## config.mk

```make
export PLATFORM = sky130hd
export DESIGN_NAME = pc_seq_unit
export DESIGN_NICKNAME = d
export VERILOG_FILES = /design/src/rtl/pc_pkg.sv /design/src/rtl/pc_ras.sv /design/src/rtl/pc_seq_unit.sv
export SDC_FILE = /design/constraint.sdc
export NUM_CORES = 1
export LEC_CHECK = 0
export ABC_AREA = 0
export BUFFER_PORTS_ARGS = -buffer_cell sky130_fd_sc_hd__buf_4
export CAP_MARGIN = 30
export CORE_AREA = 8 8 179 147
export CTS_CLUSTER_SIZE = 20
export DETAILED_ROUTE_END_ITERATION = 8
export DIE_AREA = 0 0 187 155
export GPL_TIMING_DRIVEN = 0
export PLACE_DENSITY = 0.7
export SLEW_MARGIN = 20
export SYNTH_ARGS = -nofsm -noshare
export SYNTH_HDL_FRONTEND = slang
export SYNTH_SLANG_ARGS = --single-unit
```

## constraint.sdc

```tcl
create_clock -name clk -period 12.15 [get_ports clk]
set_input_delay 1.8225 -clock clk [delete_from_list [all_inputs] [get_ports clk]]
set_output_delay 1.8225 -clock clk [all_outputs]
set_load 0.05 [all_outputs]
```

## src/rtl/pc_pkg.sv

```systemverilog
// Shared definitions for the program-counter unit: default widths, reset and
// exception vectors, and the next-PC source encoding.
package pc_pkg;

  // Default datapath widths.
  localparam int unsigned PC_W_DEF  = 32;
  localparam int unsigned TGT_W_DEF = 26;
  localparam int unsigned OFF_W_DEF = 16;

  // Default vectors; the exception vector only matters when exceptions are built in.
  localparam logic [31:0] RESET_VEC_DEF = 32'h0000_0000;
  localparam logic [31:0] EXC_VEC_DEF   = 32'h0000_0040;

  // Which source feeds the PC register on the next edge.
  typedef enum logic [2:0] {
    SRC_SEQ,
    SRC_BR,
    SRC_J,
    SRC_JR,
    SRC_RET,
    SRC_EXC
  } pc_src_e;

endpackage

```

## src/rtl/pc_ras.sv

```systemverilog
// Circular return-address stack. Push writes at the write pointer and advances
// it; pop retreats it. A push while full overwrites the oldest entry and sets the
// sticky overflow flag; a pop while empty sets the sticky underflow flag. Push and
// pop together replace the top entry, or act as a push (with underflow) if empty.
module pc_ras #(
  parameter int unsigned RAS_DEPTH = 4,
  parameter int unsigned W         = 32
) (
  input  logic         clk,
  input  logic         rst,
  input  logic         push,
  input  logic         pop,
  input  logic [W-1:0] push_data,
  output logic [W-1:0] top,
  output logic         empty,
  output logic         full,
  output logic         ovf,
  output logic         unf
);

  localparam int unsigned PTR_W = (RAS_DEPTH > 1) ? $clog2(RAS_DEPTH) : 1;
  localparam int unsigned CNT_W = PTR_W + 1;

  logic [W-1:0]     stack_q [RAS_DEPTH];
  logic [W-1:0]     stack_d [RAS_DEPTH];
  logic [PTR_W-1:0] ptr_q, ptr_d;
  logic [PTR_W-1:0] top_idx;
  logic [CNT_W-1:0] cnt_q, cnt_d;
  logic             ovf_q, ovf_d;
  logic             unf_q, unf_d;

  // Top of stack sits one below the write pointer; depth is a power of two so
  // the pointer wraps naturally.
  always_comb begin
    top_idx = ptr_q - PTR_W'(1);
    top     = stack_q[top_idx];
    empty   = (cnt_q == '0);
    full    = (cnt_q == CNT_W'(RAS_DEPTH));
    ovf     = ovf_q;
    unf     = unf_q;
  end

  // Next-state for entries, pointer, count and sticky flags.
  always_comb begin
    stack_d = stack_q;
    ptr_d   = ptr_q;
    cnt_d   = cnt_q;
    ovf_d   = ovf_q;
    unf_d   = unf_q;
    unique case ({push, pop})
      2'b10: begin
        stack_d[ptr_q] = push_data;
        ptr_d          = ptr_q + PTR_W'(1);
        if (full) begin
          ovf_d = 1'b1;
        end else begin
          cnt_d = cnt_q + CNT_W'(1);
        end
      end
      2'b01: begin
        if (empty) begin
          unf_d = 1'b1;
        end else begin
          ptr_d = ptr_q - PTR_W'(1);
          cnt_d = cnt_q - CNT_W'(1);
        end
      end
      2'b11: begin
        if (empty) begin
          stack_d[ptr_q] = push_data;
          ptr_d          = ptr_q + PTR_W'(1);
          cnt_d          = CNT_W'(1);
          unf_d          = 1'b1;
        end else begin
          stack_d[top_idx] = push_data;
        end
      end
      default: ;
    endcase
  end

  // Stack state register with asynchronous reset.
  always_ff @(posedge clk or posedge rst) begin
    if (rst) begin
      for (int i = 0; i < RAS_DEPTH; i++) begin
        stack_q[i] <= '0;
      end
      ptr_q <= '0;
      cnt_q <= '0;
      ovf_q <= 1'b0;
      unf_q <= 1'b0;
    end else begin
      stack_q <= stack_d;
      ptr_q   <= ptr_d;
      cnt_q   <= cnt_d;
      ovf_q   <= ovf_d;
      unf_q   <= unf_d;
    end
  end

endmodule

```

## src/rtl/pc_seq_unit.sv

```systemverilog
// Registered program-counter unit for a word-addressed single-cycle MIPS core.
// Picks the next PC by priority (exception, stall, return, jr, jump, branch,
// sequential) and keeps a return-address stack for jal / jr $ra pairs.
// Optional exception support is built when PC_SEQ_UNIT_EXC_EN is defined.
module pc_seq_unit
  import pc_pkg::*;
#(
  parameter int unsigned     PC_W      = PC_W_DEF,
  parameter int unsigned     TGT_W     = TGT_W_DEF,
  parameter int unsigned     OFF_W     = OFF_W_DEF,
  parameter int unsigned     RAS_DEPTH = 4,
  parameter logic [PC_W-1:0] RESET_VEC = PC_W'(RESET_VEC_DEF),
  parameter logic [PC_W-1:0] EXC_VEC   = PC_W'(EXC_VEC_DEF)
) (
  input  logic              clk,
  input  logic              rst,
`ifdef PC_SEQ_UNIT_EXC_EN
  input  logic              exc,
  output logic [PC_W-1:0]   epc,
  output logic              exc_active,
`endif
  input  logic              stall,
  input  logic              br_taken,
  input  logic [OFF_W-1:0]  br_off,
  input  logic              jump,
  input  logic [TGT_W-1:0]  jtarget,
  input  logic              jr,
  input  logic [PC_W-1:0]   jr_addr,
  input  logic              call,
  input  logic              ret,
  output logic [PC_W-1:0]   pc,
  output logic [PC_W-1:0]   pc_plus1,
  output logic [PC_W-1:0]   link_addr,
  output logic              ras_empty,
  output logic              ras_full,
  output logic              ras_ovf,
  output logic              ras_unf
);

  logic [PC_W-1:0] pc_q, pc_d;
  logic [PC_W-1:0] target;
  logic [PC_W-1:0] br_off_ext;
  logic [PC_W-1:0] ras_top;
  logic            hold;
  logic            exc_req;
  logic            ras_push;
  logic            ras_pop;
  pc_src_e         src;

`ifdef PC_SEQ_UNIT_EXC_EN
  logic [PC_W-1:0] epc_q, epc_d;
  logic            exc_active_q;

  assign exc_req    = exc;
  assign epc        = epc_q;
  assign exc_active = exc_active_q;
`else
  assign exc_req = 1'b0;
`endif

  // Sequential address and link value follow the registered PC.
  always_comb begin
    pc_plus1   = pc_q + PC_W'(1);
    link_addr  = pc_plus1;
    pc         = pc_q;
    br_off_ext = {{(PC_W - OFF_W){br_off[OFF_W-1]}}, br_off};
  end

  // Source select: exception outranks everything, stall freezes PC and RAS.
  always_comb begin
    src  = SRC_SEQ;
    hold = stall & ~exc_req;
    if (exc_req) begin
      src = SRC_EXC;
    end else if (ret) begin
      src = SRC_RET;
    end else if (jr) begin
      src = SRC_JR;
    end else if (jump) begin
      src = SRC_J;
    end else if (br_taken) begin
      src = SRC_BR;
    end
    // RAS only moves when the PC itself advances normally.
    ras_push = call & ~hold & ~exc_req;
    ras_pop  = ret & ~hold & ~exc_req;
  end

  // Target mux and next-PC.
  always_comb begin
    target = pc_plus1;
    unique case (src)
      SRC_EXC: target = EXC_VEC;
      SRC_RET: target = ras_empty ? jr_addr : ras_top;
      SRC_JR:  target = jr_addr;
      SRC_J:   target = {pc_plus1[PC_W-1:TGT_W], jtarget};
      SRC_BR:  target = pc_plus1 + br_off_ext;
      default: target = pc_plus1;
    endcase
    pc_d = hold ? pc_q : target;
  end

  // PC register.
  always_ff @(posedge clk or posedge rst) begin
    if (rst) begin
      pc_q <= RESET_VEC;
    end else begin
      pc_q <= pc_d;
    end
  end

`ifdef PC_SEQ_UNIT_EXC_EN
  // Exception PC captures the faulting PC; active flag marks the cycle after.
  always_comb begin
    epc_d = exc_req ? pc_q : epc_q;
  end

  // Exception state register.
  always_ff @(posedge clk or posedge rst) begin
    if (rst) begin
      epc_q        <= '0;
      exc_active_q <= 1'b0;
    end else begin
      epc_q        <= epc_d;
      exc_active_q <= exc_req;
    end
  end
`endif

  pc_ras #(
    .RAS_DEPTH (RAS_DEPTH),
    .W         (PC_W)
  ) u_ras (
    .clk       (clk),
    .rst       (rst),
    .push      (ras_push),
    .pop       (ras_pop),
    .push_data (pc_plus1),
    .top       (ras_top),
    .empty     (ras_empty),
    .full      (ras_full),
    .ovf       (ras_ovf),
    .unf       (ras_unf)
  );

endmodule

```

After elaboration in Yosys (flattened, before gate mapping) --
Index checks and enable logic that the tools add are counted.
Word-level totals: flip-flop bits (word level) 167, input bits 82, output and inout port bits 100, word-level logic and storage cells 70
Operators by class: $add $sub $neg 6, order comparisons 4, equal/unequal tests 12, multiplexer cells 24, bitwise operators 5, reduce and logical (&&, ||, !) cells 10
Operator list (count):
- bitwise mux 128 bit | 2
- case mux 128 bit (2 select lines) | 1
- two-way mux 32 bit | 5
- case mux 32 bit (5 select lines) | 1
- demux 32 bit (select 2 bit) | 2
- two-way mux 128 bit | 1
- binary-select mux 32 bit (select 2 bit) | 1
- adder 32 x 1 -> 32 bit, second input constant | 1
- adder 32 bit | 1
- two-way mux 3 bit | 4
- equality test 3 bit, second input constant | 3
- case mux 3 bit (3 select lines) | 1
- two-way mux 2 bit | 4
- equality test 3 x 2 -> 1 bit, second input constant | 2
- >= comparator 3 bit, second input constant | 2
- less-than comparator 3 x 1 -> 1 bit, second input constant | 2
- inequality test 2 bit, second input constant | 3
- inverter 2 -> 3 bit | 2
- case mux 2 bit (3 select lines) | 1
- equality test 2 bit, second input constant | 2
- AND reduction 2 bit | 2
- AND reduction 4 bit | 1
- adder 3 x 1 -> 3 bit, second input constant | 1
- equality test 3 x 1 -> 1 bit, second input constant | 1
- 13 further kinds | 15

Logic depth before layout (Yosys ltp) --
Gate-level depths: netlist of the first run.
depth in word-level cells 9, mapped depth 17, depth with buffers taken out 16

Cells and area by module --
From an unflattened synthesis of the first run, not the netlist that was laid out.
Second synthesis, totals: cells, all modules 1001, area, all modules 11369.7 µm²
Modules (own cells, without submodules):
- pc_ras | instances 1, cells each 372, area an instance 6693.9 µm², seq. area each 3378.2 µm²
- pc_seq_unit | instances 1, cells each 629, area an instance 4675.7 µm², seq. area each 800.8 µm²

Worst setup path after synthesis of the first run --
No wires, ideal clock.
path kind reg-to-output, from reg pc_q[0] (netlist: pc[0]), to out pc_plus1[24], arrival 2.816 ns, data required time 10.327 ns, path slack 7.511 ns, stages on the path, launching flop included 9, path buffers 1, cells stage by stage dfrtp_1 ha_1 nand3_1 nor2_1 nand3_1 nor3_1 xnor2_1 inv_1 buf_4
Between the ends: cells in the longest elaborated chain, start to end 1
Ends and longest elaborated chain:
- from (decl) | line pc_seq_unit.sv:40 | logic [PC_W-1:0] pc_q, pc_d;
- from (signal assigned) | line pc_seq_unit.sv:108 | pc_q <= pc_d;
- adder 32 x 1 -> 32 bit | line pc_seq_unit.sv:63 | pc_plus1 = pc_q + PC_W'(1);
- to (decl) | line pc_seq_unit.sv:32 | output logic [PC_W-1:0] pc_plus1,
No other way between the ends.

Worst setup path in the final report of the first run --
from reg pc_q[0] (netlist: pc[0]), to out pc_plus1[30]
Same word-level chain as after synthesis.

==> results of run 1 <==
-- state kept, by name, indices dropped and copies added (netlist names) --
register / count
pc: 32
u_ras.cnt_q: 3
u_ras.ovf: 1
u_ras.ptr_q: 2
u_ras.stack_q: 128
u_ras.unf: 1
-- critical path, cell delays in order (launching register included) --
cell and delay [ns]:
dfrtp_1 0.66, ha_1 0.24, nand2_1 0.09, nor3_1 0.41
nand2_1 0.30, nor3_4 0.34, nand2_1 0.12, xor2_1 0.70
inv_1 0.19, buf_4 0.18, buf_4 0.18
-- cells in the mapped netlist (6+ instances only) --
cell / instances / area [um2]
nor2b_1: 7 / 43.8
a31oi_1: 16 / 100
a221o_1: 10 / 100
nand4_1: 10 / 62.6
xnor2_1: 27 / 236
and3_1: 7 / 43.8
mux4_2: 32 / 721
ha_1: 43 / 538
nand2b_1: 7 / 43.8
xor2_1: 25 / 219
o21ai_0: 40 / 200
o31ai_1: 6 / 45.0
a211oi_1: 8 / 60.1
clkbuf_1: 25 / 93.8
buf_4: 35 / 263
a221oi_1: 9 / 78.8
mux2_2: 8 / 90.1
a21oi_1: 199 / 996
nor3_1: 16 / 80.1
nand2_1: 148 / 556
a21o_1: 20 / 150
o21a_1: 6 / 45.0
dfrtp_1: 167 / 4180
buf_2: 40 / 200
a22oi_1: 6 / 45.0
inv_1: 53 / 199
nor2_1: 178 / 668
nand3_1: 35 / 175
-- stage by stage --
| step | cell area (um2) | util (%) |
|---|---|---|
| 2_1_floorplan | 11300 | - |
| 5_1_grt | 13600 | 57.5 |
| 4_1_cts | 13600 | 57.5 |
| 3_5_place_dp | 13100 | 55.2 |
| 3_3_place_gp | 13000 | 55.0 |
| 6_report | 13600 | 57.5 |
-- cells by family after synthesis --
family	count (synthesis)	synth area share, %
fa+ha+maj	45	5.12
xor+xnor	55	4.57
compound gates	385	21.4
flops	167	37.0
simple gates	440	17.3
mux	42	7.36
buf+inv	162	7.23
-- per-layer routing --
layer  vias to the layer above  wire, um  track usage [%]
li1                       4962         -                -
met1                      5354     17600             38.6
met2                       633     18200             42.2
met3                        89      3980             7.07
met4                         0      1260             9.66
met5                         -         0                0
-- power breakdown --
part	internal [mW]	switching [mW]	leakage, nW
logic	1.04	1.85	4.09
clock network	0.276	0.243	0.266
registers	0.830	0.207	1.91
-- cell type report --
type,count,share of cell area (%)
inverter,54,1.54
clock inverter,11,0.652
clock buffer,20,3.35
multi-input combinational,967,46.2
tap,318,2.92
timing repair buffer,181,10.1
buffer,108,4.50
sequential,167,30.7
-- worst min-delay path by stage --
| stage | endpoint | slack, ns | cells past startpoint |
|---|---|---|---|
| after floorplan | u_ras.stack_q[65] | 0.48 | 1 |
| after global placement | u_ras.ovf | 0.44 | 1 |
| after detailed placement | u_ras.ovf | 0.45 | 1 |
| after CTS | u_ras.ovf | 0.46 | 1 |
| after global routing | u_ras.ovf | 0.49 | 1 |
| final | u_ras.ovf | 0.45 | 1 |
==> flow_summary.html, run 1 <==
<table>
<tr><th>Metric</th><th>Value</th></tr>
<tr><th colspan="2">Status</th></tr>
<tr><td>Run status</td><td>finished clean</td></tr>
<tr><th colspan="2">Floorplan</th></tr>
<tr><td>Die extent in x</td><td>187 um</td></tr>
<tr><td>Initial Utilization</td><td>47.7%</td></tr>
<tr><td>Floorplan core area</td><td>23,700 um2</td></tr>
<tr><td>Row Count</td><td>51</td></tr>
<tr><td>Total Die Area</td><td>29,000 um2</td></tr>
<tr><td>Num ports</td><td>182</td></tr>
<tr><td>Die Span Y</td><td>155 um</td></tr>
<tr><th colspan="2">Route</th></tr>
<tr><td>Antenna-violating nets left</td><td>0</td></tr>
<tr><td>DRC violations left</td><td>0</td></tr>
<tr><td>Iteration count of the initial detailed-routing pass</td><td>7</td></tr>
<tr><td>DR vias</td><td>11,038</td></tr>
<tr><td>Drt first-iter violations</td><td>1,143</td></tr>
<tr><td>Vias per cell</td><td>6.04</td></tr>
<tr><td>Sum of routed wire length over all layers</td><td>41.0 mm</td></tr>
<tr><td>DR WL/cell</td><td>22.5 um</td></tr>
<tr><th colspan="2">Yosys</th></tr>
<tr><td>Total nets after synthesis</td><td>1,423</td></tr>
<tr><td>Synth Register Bits</td><td>167</td></tr>
<tr><td>Fraction of the yosys area taken by sequential cells</td><td>37.0%</td></tr>
<tr><td>Post-synth design cell area</td><td>11,300 um2</td></tr>
<tr><td>Count of unique library cells instantiated by Yosys</td><td>81</td></tr>
<tr><td>Syn Area/Cell</td><td>8.71 um2</td></tr>
<tr><td>Number of standard cells after synthesis</td><td>1,296</td></tr>
<tr><td>EDFF count, synth</td><td>0</td></tr>
<tr><td>Most used flip-flop cell after synthesis</td><td>dfrtp_1</td></tr>
<tr><td>Synthesis warning total</td><td>0</td></tr>
<tr><td>Async S/R FF share, synth</td><td>100%</td></tr>
<tr><th colspan="2">Timing</th></tr>
<tr><td>Crit path setup slack, layout</td><td>6.48 ns</td></tr>
<tr><td>Setup_tns</td><td>0 ns</td></tr>
<tr><td>Hold slack final</td><td>0.455 ns</td></tr>
<tr><td>Hold violation total from the final report</td><td>0</td></tr>
<tr><td>Layout Skew</td><td>0.0105 ns</td></tr>
<tr><td>Endpoints failing setup</td><td>0</td></tr>
<tr><td>Transition at the pin with the smallest max-transition slack</td><td>1.00 ns</td></tr>
<tr><td>Portion of the clock cycle consumed by the worst path in the final layout</td><td>46.7%</td></tr>
<tr><td>Max-slew violation count</td><td>0</td></tr>
<tr><td>Unrepaired setup endpoints after global routing</td><td>false</td></tr>
<tr><td>Maximum clock frequency</td><td>176 MHz</td></tr>
<tr><td>Worst slew margin relative to its limit</td><td>32.8%</td></tr>
<tr><td>Minimum period implied by the final worst setup slack</td><td>5.67 ns</td></tr>
<tr><th colspan="2">Clock tree</th></tr>
<tr><td>Clock Sink Count</td><td>167</td></tr>
<tr><td>Count of cells resized by post-cts repair</td><td>0</td></tr>
<tr><td>Number of buffers created by CTS</td><td>17</td></tr>
<tr><td>Number of buffers added for setup after CTS</td><td>0</td></tr>
<tr><td>Clock tree root buffer cell</td><td>clkbuf_16</td></tr>
<tr><td>Clock input transition at the sequential cells of the worst setup and hold paths</td><td>0.07 ns</td></tr>
<tr><td>Clk Latency, worst-skew pair</td><td>0.44 ns</td></tr>
<tr><td>Number of hold buffers added after cts</td><td>0</td></tr>
<tr><td>CTS tree</td><td>done</td></tr>
<tr><td>Buffer depth of the longest clock path</td><td>2</td></tr>
<tr><td>H-Tree Depth</td><td>4</td></tr>
<tr><th colspan="2">Pwr</th></tr>
<tr><td>Reported leakage power</td><td>6.27 nW</td></tr>
<tr><td>Worst-case vdd ir drop</td><td>137 uV</td></tr>
<tr><td>Power density cells</td><td>327 nW/um2</td></tr>
<tr><td>Post-layout total power</td><td>4.45 mW</td></tr>
<tr><th colspan="2">Setup path</th></tr>
<tr><td>Critical path peak fanout</td><td>10</td></tr>
<tr><td>Startpoint kind of the worst setup timing path</td><td>flip-flop</td></tr>
<tr><td>Arrival time of the worst setup path</td><td>3.85 ns</td></tr>
<tr><td>Worst reg-to-reg setup slack</td><td>7.15 ns</td></tr>
<tr><td>Length in cells of the worst reg-to-reg path</td><td>14</td></tr>
<tr><td>Worst reg2reg startpoint</td><td>pc[0]</td></tr>
<tr><td>Required time of the worst setup path</td><td>10.33 ns</td></tr>
<tr><td>Capture point of the critical path</td><td>pc_plus1[30]</td></tr>
<tr><td>Setup crit start</td><td>pc[0]</td></tr>
<tr><td>Kind of end point of the critical path</td><td>primary output</td></tr>
<tr><td>Worst Path Class, Setup</td><td>flip-flop to primary output</td></tr>
<tr><td>Worst r2r dst</td><td>pc[28]</td></tr>
<tr><th colspan="2">Final layout</th></tr>
<tr><td>Multi-input gate area in the final layout</td><td>6290 um2</td></tr>
<tr><td>Layout Cells excl Fill</td><td>1,826</td></tr>
<tr><td>Most frequent standard cell in the layout excluding fill and tap cells</td><td>buf_4</td></tr>
<tr><td>Layout overhead on the synthesized area</td><td>20.6%</td></tr>
<tr><td>Post-layout nets</td><td>1,623</td></tr>
<tr><td>Commonest cells after routing, fill and taps aside</td><td>buf_4 (214), a21oi_1 (199), nor2_1 (178)</td></tr>
<tr><td>Fillers</td><td>2,154</td></tr>
<tr><td>Area taken by flip-flops and latches</td><td>4180 um2</td></tr>
<tr><td>Total inserted antenna cells</td><td>0</td></tr>
<tr><td>Share of final-layout standard cells stronger than drive strength 1</td><td>23.9%</td></tr>
<tr><th colspan="2">Min path</th></tr>
<tr><td>Worst Hold Launch</td><td>u_ras.ovf</td></tr>
<tr><td>Class of the most critical hold timing path</td><td>flip-flop to flip-flop</td></tr>
<tr><th colspan="2">Global route</th></tr>
<tr><td>Vias in the first global route</td><td>10,668</td></tr>
<tr><td>Global-route wire length before repair</td><td>63.0 mm</td></tr>
<tr><td>Global-route congestion overflow total</td><td>0</td></tr>
<tr><td>Maximum number of pins on one net before global-route repair</td><td>95</td></tr>
<tr><td>Number of antenna violations at the first check in global routing</td><td>0</td></tr>
<tr><td>Total track usage</td><td>27.9%</td></tr>
<tr><th colspan="2">Flow run</th></tr>
<tr><td>Max-cap violations</td><td>0</td></tr>
<tr><th colspan="2">Placed design</th></tr>
<tr><td>Half-perimeter wire length after placement</td><td>31.6 mm</td></tr>
<tr><td>Count of input and output buffers</td><td>179</td></tr>
<tr><td>Instance count after placement with tap cells included</td><td>1,795</td></tr>
<tr><td>Worst slack at placement</td><td>7.05 ns</td></tr>
<tr><td>GPL Wtd Cong</td><td>0.940</td></tr>
</table>
Power figures use the tool's default switching activity.
==> run 2, diff against run 1 <==
--- a/config.mk
+++ b/config.mk
@@ -5,15 +5,15 @@
 export SDC_FILE = /design/constraint.sdc
 export NUM_CORES = 1
 export LEC_CHECK = 0
-export ABC_AREA = 0
+export ABC_AREA = 1
 export BUFFER_PORTS_ARGS = -buffer_cell sky130_fd_sc_hd__buf_4
 export CAP_MARGIN = 30
-export CORE_AREA = 8 8 179 147
+export CORE_AREA = 8 8 201 165
 export CTS_CLUSTER_SIZE = 20
 export DETAILED_ROUTE_END_ITERATION = 8
-export DIE_AREA = 0 0 187 155
+export DIE_AREA = 0 0 209 173
 export GPL_TIMING_DRIVEN = 0
-export PLACE_DENSITY = 0.7
+export PLACE_DENSITY = 0.68
 export SLEW_MARGIN = 20
 export SYNTH_ARGS = -nofsm -noshare
 export SYNTH_HDL_FRONTEND = slang
==> constraint.sdc (replaced) <==
create_clock -name clk -period 5.7 [get_ports clk]
set_input_delay 0.855 -clock clk [delete_from_list [all_inputs] [get_ports clk]]
set_output_delay 0.855 -clock clk [all_outputs]
set_load 0.05 [all_outputs]
==> flow_summary.html, run 2 <==
<table>
<tr><th>Metric</th><th>Value</th></tr>
<tr><th colspan="2">Status</th></tr>
<tr><td>Run status</td><td>finished clean</td></tr>
<tr><th colspan="2">Timing</th></tr>
<tr><td>Endpoints failing setup</td><td>0</td></tr>
<tr><td>Maximum clock frequency</td><td>232 MHz</td></tr>
<tr><td>Max-slew violation count</td><td>0</td></tr>
<tr><td>Transition at the pin with the smallest max-transition slack</td><td>1.05 ns</td></tr>
<tr><td>Minimum period implied by the final worst setup slack</td><td>4.31 ns</td></tr>
<tr><td>Portion of the clock cycle consumed by the worst path in the final layout</td><td>75.5%</td></tr>
<tr><td>Crit path setup slack, layout</td><td>1.39 ns</td></tr>
<tr><td>Hold violation total from the final report</td><td>0</td></tr>
<tr><td>Layout Skew</td><td>0.0125 ns</td></tr>
<tr><td>Unrepaired setup endpoints after global routing</td><td>false</td></tr>
<tr><td>Worst slew margin relative to its limit</td><td>30.0%</td></tr>
<tr><th colspan="2">Yosys</th></tr>
<tr><td>Top cells by count, synth</td><td>nand2_1 (799), inv_1 (222), a21oi_1 (220)</td></tr>
<tr><td>EDFF count, synth</td><td>0</td></tr>
<tr><td>Total nets after synthesis</td><td>2,460</td></tr>
<tr><td>Number of standard cells after synthesis</td><td>2,333</td></tr>
<tr><td>Most used standard cell by instance count after synthesis</td><td>nand2_1</td></tr>
<tr><td>Count of unique library cells instantiated by Yosys</td><td>52</td></tr>
<tr><td>Largest area contributor in the netlist</td><td>dfrtp_1</td></tr>
<tr><td>Synth top area share</td><td>29.1%</td></tr>
<tr><td>Fraction of the yosys area taken by sequential cells</td><td>29.1%</td></tr>
<tr><td>Synth Register Bits</td><td>167</td></tr>
<tr><td>Async S/R FF share, synth</td><td>100%</td></tr>
<tr><td>Post-synth design cell area</td><td>14,300 um2</td></tr>
<tr><td>Synth area leaders</td><td>dfrtp_1 (29%), nand2_1 (21%), a21oi_1 (7.7%)</td></tr>
<tr><td>Synthesis warning total</td><td>0</td></tr>
<tr><td>Most used flip-flop cell after synthesis</td><td>dfrtp_1</td></tr>
<tr><td>Syn Area/Cell</td><td>6.15 um2</td></tr>
<tr><th colspan="2">Clock tree</th></tr>
<tr><td>CTS tree</td><td>done</td></tr>
<tr><td>Count of cells resized by post-cts repair</td><td>0</td></tr>
<tr><td>Number of hold buffers added after cts</td><td>0</td></tr>
<tr><td>Number of buffers created by CTS</td><td>17</td></tr>
<tr><td>Buffer depth of the longest clock path</td><td>2</td></tr>
<tr><td>H-Tree Depth</td><td>4</td></tr>
<tr><td>Clk Latency, worst-skew pair</td><td>0.47 ns</td></tr>
<tr><td>Number of buffers added for setup after CTS</td><td>0</td></tr>
<tr><td>Clock input transition at the sequential cells of the worst setup and hold paths</td><td>0.08 ns</td></tr>
<tr><td>Clock Sink Count</td><td>167</td></tr>
<tr><td>Clock tree root buffer cell</td><td>clkbuf_16</td></tr>
<tr><th colspan="2">Floorplan</th></tr>
<tr><td>Total Die Area</td><td>36,200 um2</td></tr>
<tr><td>Num ports</td><td>182</td></tr>
<tr><td>Row Count</td><td>57</td></tr>
<tr><td>Die Span Y</td><td>173 um</td></tr>
<tr><td>Die extent in x</td><td>209 um</td></tr>
<tr><td>Initial Utilization</td><td>48.1%</td></tr>
<tr><td>Floorplan core area</td><td>29,800 um2</td></tr>
<tr><th colspan="2">Global route</th></tr>
<tr><td>Global-route wire length before repair</td><td>98.1 mm</td></tr>
<tr><td>Vias in the first global route</td><td>16,107</td></tr>
<tr><td>Number of antenna violations at the first check in global routing</td><td>1</td></tr>
<tr><td>Maximum number of pins on one net before global-route repair</td><td>90</td></tr>
<tr><td>Global-route congestion overflow total</td><td>0</td></tr>
<tr><td>Total track usage</td><td>35.3%</td></tr>
<tr><th colspan="2">Setup path</th></tr>
<tr><td>Required time of the worst setup path</td><td>6.07 ns</td></tr>
<tr><td>Worst Path Class, Setup</td><td>flip-flop to flip-flop</td></tr>
<tr><td>Setup crit start</td><td>pc[0]</td></tr>
<tr><td>Arrival time of the worst setup path</td><td>4.67 ns</td></tr>
<tr><td>Startpoint kind of the worst setup timing path</td><td>flip-flop</td></tr>
<tr><td>Worst reg2reg startpoint</td><td>pc[0]</td></tr>
<tr><td>Critical path peak fanout</td><td>8</td></tr>
<tr><td>Kind of end point of the critical path</td><td>flip-flop</td></tr>
<tr><th colspan="2">Route</th></tr>
<tr><td>DR WL/cell</td><td>22.4 um</td></tr>
<tr><td>Iteration count of the initial detailed-routing pass</td><td>7</td></tr>
<tr><td>Vias per cell</td><td>5.98</td></tr>
<tr><td>DRC violations left</td><td>0</td></tr>
<tr><td>Drt first-iter violations</td><td>2,474</td></tr>
<tr><td>Antenna-violating nets left</td><td>0</td></tr>
<tr><td>Sum of routed wire length over all layers</td><td>65.7 mm</td></tr>
<tr><td>DR vias</td><td>17,510</td></tr>
<tr><th colspan="2">Placed design</th></tr>
<tr><td>GPL Wtd Cong</td><td>1.04</td></tr>
<tr><td>Worst slack at placement</td><td>1.61 ns</td></tr>
<tr><td>Count of input and output buffers</td><td>179</td></tr>
<tr><td>Half-perimeter wire length after placement</td><td>50.5 mm</td></tr>
<tr><td>Placed instance area</td><td>16,200 um2</td></tr>
<tr><td>Instance count after placement with tap cells included</td><td>2,897</td></tr>
<tr><th colspan="2">Flow run</th></tr>
<tr><td>Max-cap violations</td><td>0</td></tr>
<tr><th colspan="2">Pwr</th></tr>
<tr><td>Worst-case vdd ir drop</td><td>550 uV</td></tr>
<tr><td>Power density cells</td><td>671 nW/um2</td></tr>
<tr><td>Reported leakage power</td><td>8.62 nW</td></tr>
<tr><th colspan="2">Min path</th></tr>
<tr><td>Worst Hold Launch</td><td>u_ras.ovf</td></tr>
<tr><td>Class of the most critical hold timing path</td><td>flip-flop to flip-flop</td></tr>
<tr><th colspan="2">Final layout</th></tr>
<tr><td>Flip-flop count of the largest register after layout</td><td>128</td></tr>
<tr><td>Post-layout nets</td><td>2,661</td></tr>
<tr><td>Commonest cells after routing, fill and taps aside</td><td>nand2_1 (799), inv_1 (221), a21oi_1 (220)</td></tr>
<tr><td>Register with the highest flop count</td><td>u_ras.stack_q</td></tr>
<tr><td>Share of final-layout standard cells stronger than drive strength 1</td><td>13.2%</td></tr>
<tr><td>Most frequent standard cell in the layout excluding fill and tap cells</td><td>nand2_1</td></tr>
<tr><td>Final design instance area without fill</td><td>16,900 um2</td></tr>
<tr><td>Total inserted antenna cells</td><td>0</td></tr>
<tr><td>Fillers</td><td>3,018</td></tr>
<tr><td>Layout Cells excl Fill</td><td>2,930</td></tr>
<tr><td>Layout overhead on the synthesized area</td><td>17.6%</td></tr>
</table>
## run 2: cell type report
cell class | instances | area [um2] | area share (%)
multi-input combinational | 1772 | 8540 | 50.6
clock buffer | 17 | 425 | 2.52
timing repair buffer | 182 | 1390 | 8.22
clock inverter | 15 | 204 | 1.21
tap | 383 | 479 | 2.84
buffer | 147 | 714 | 4.24
inverter | 247 | 936 | 5.55
sequential | 167 | 4180 | 24.8
## run 2: path summary, 6_finish.rpt
check | endpoint | slack [ns] | cells past startpoint
max | pc[14] | 1.39 | 19
min | u_ras.ovf | 0.48 | 1
max reg2reg | pc[14] | 1.39 | 19
min reg2reg | u_ras.ovf | 0.48 | 1
max in group asynchronous | u_ras.stack_q[114] | 4.35 | 3
min in group asynchronous | u_ras.stack_q[71] | 0.49 | 2
## run 2: cells by family after synthesis
kind of cell	share of synthesized area, %
xor+xnor	1.36
mux	0.349
buf+inv	11.5
flops	29.1
fa+ha+maj	4.03
simple gates	33.6
compound gates	20.0
## run 2: through the flow
step / hold WS (ns) / util (%) / power (mW) / setup TNS [ns]
after floorplan: 0.449 / - / 7.21 / 0
after global placement: 0.459 / 54.2 / 9.66 / -337.07
after detailed placement: 0.465 / 54.4 / 9.76 / 0
after CTS: 0.483 / 56.5 / 11.1 / 0
after global routing: 0.487 / 56.6 / 12.0 / 0
final: 0.480 / 56.6 / 11.3 / 0
## run 2: worst max-delay path: stages (launching register included)
cell	delay (ns)
dfrtp_1	0.58
ha_1	0.23
nand2_1	0.08
nor2_1	0.28
nand2_1	0.15
inv_2	0.15
nand2_1	0.09
xor2_1	0.69
ha_1	0.43
nand2_1	0.16
inv_1	0.05
a21oi_1	0.32
inv_1	0.09
a21oi_1	0.12
nand2_1	0.16
or2_2	0.31
nand3_1	0.06
nand2_1	0.07
nand3_1	0.11
nand2_1	0.07
## run 2: metal layers
metal,track usage (%),wire length [um],vias up
met3,9.69,8710,168
met2,50.7,26900,1242
met4,13.9,2480,2
li1,-,-,7968
met1,49.6,27500,8130
met5,0,11,-
## run 2: power by group
| group | internal [mW] | total (mW) | switching [mW] |
|---|---|---|---|
| clock | 0.709 | 1.32 | 0.615 |
| combinational | 2.22 | 7.72 | 5.50 |
| sequential | 1.75 | 2.27 | 0.519 |
| total | 4.68 | 11.3 | 6.64 |
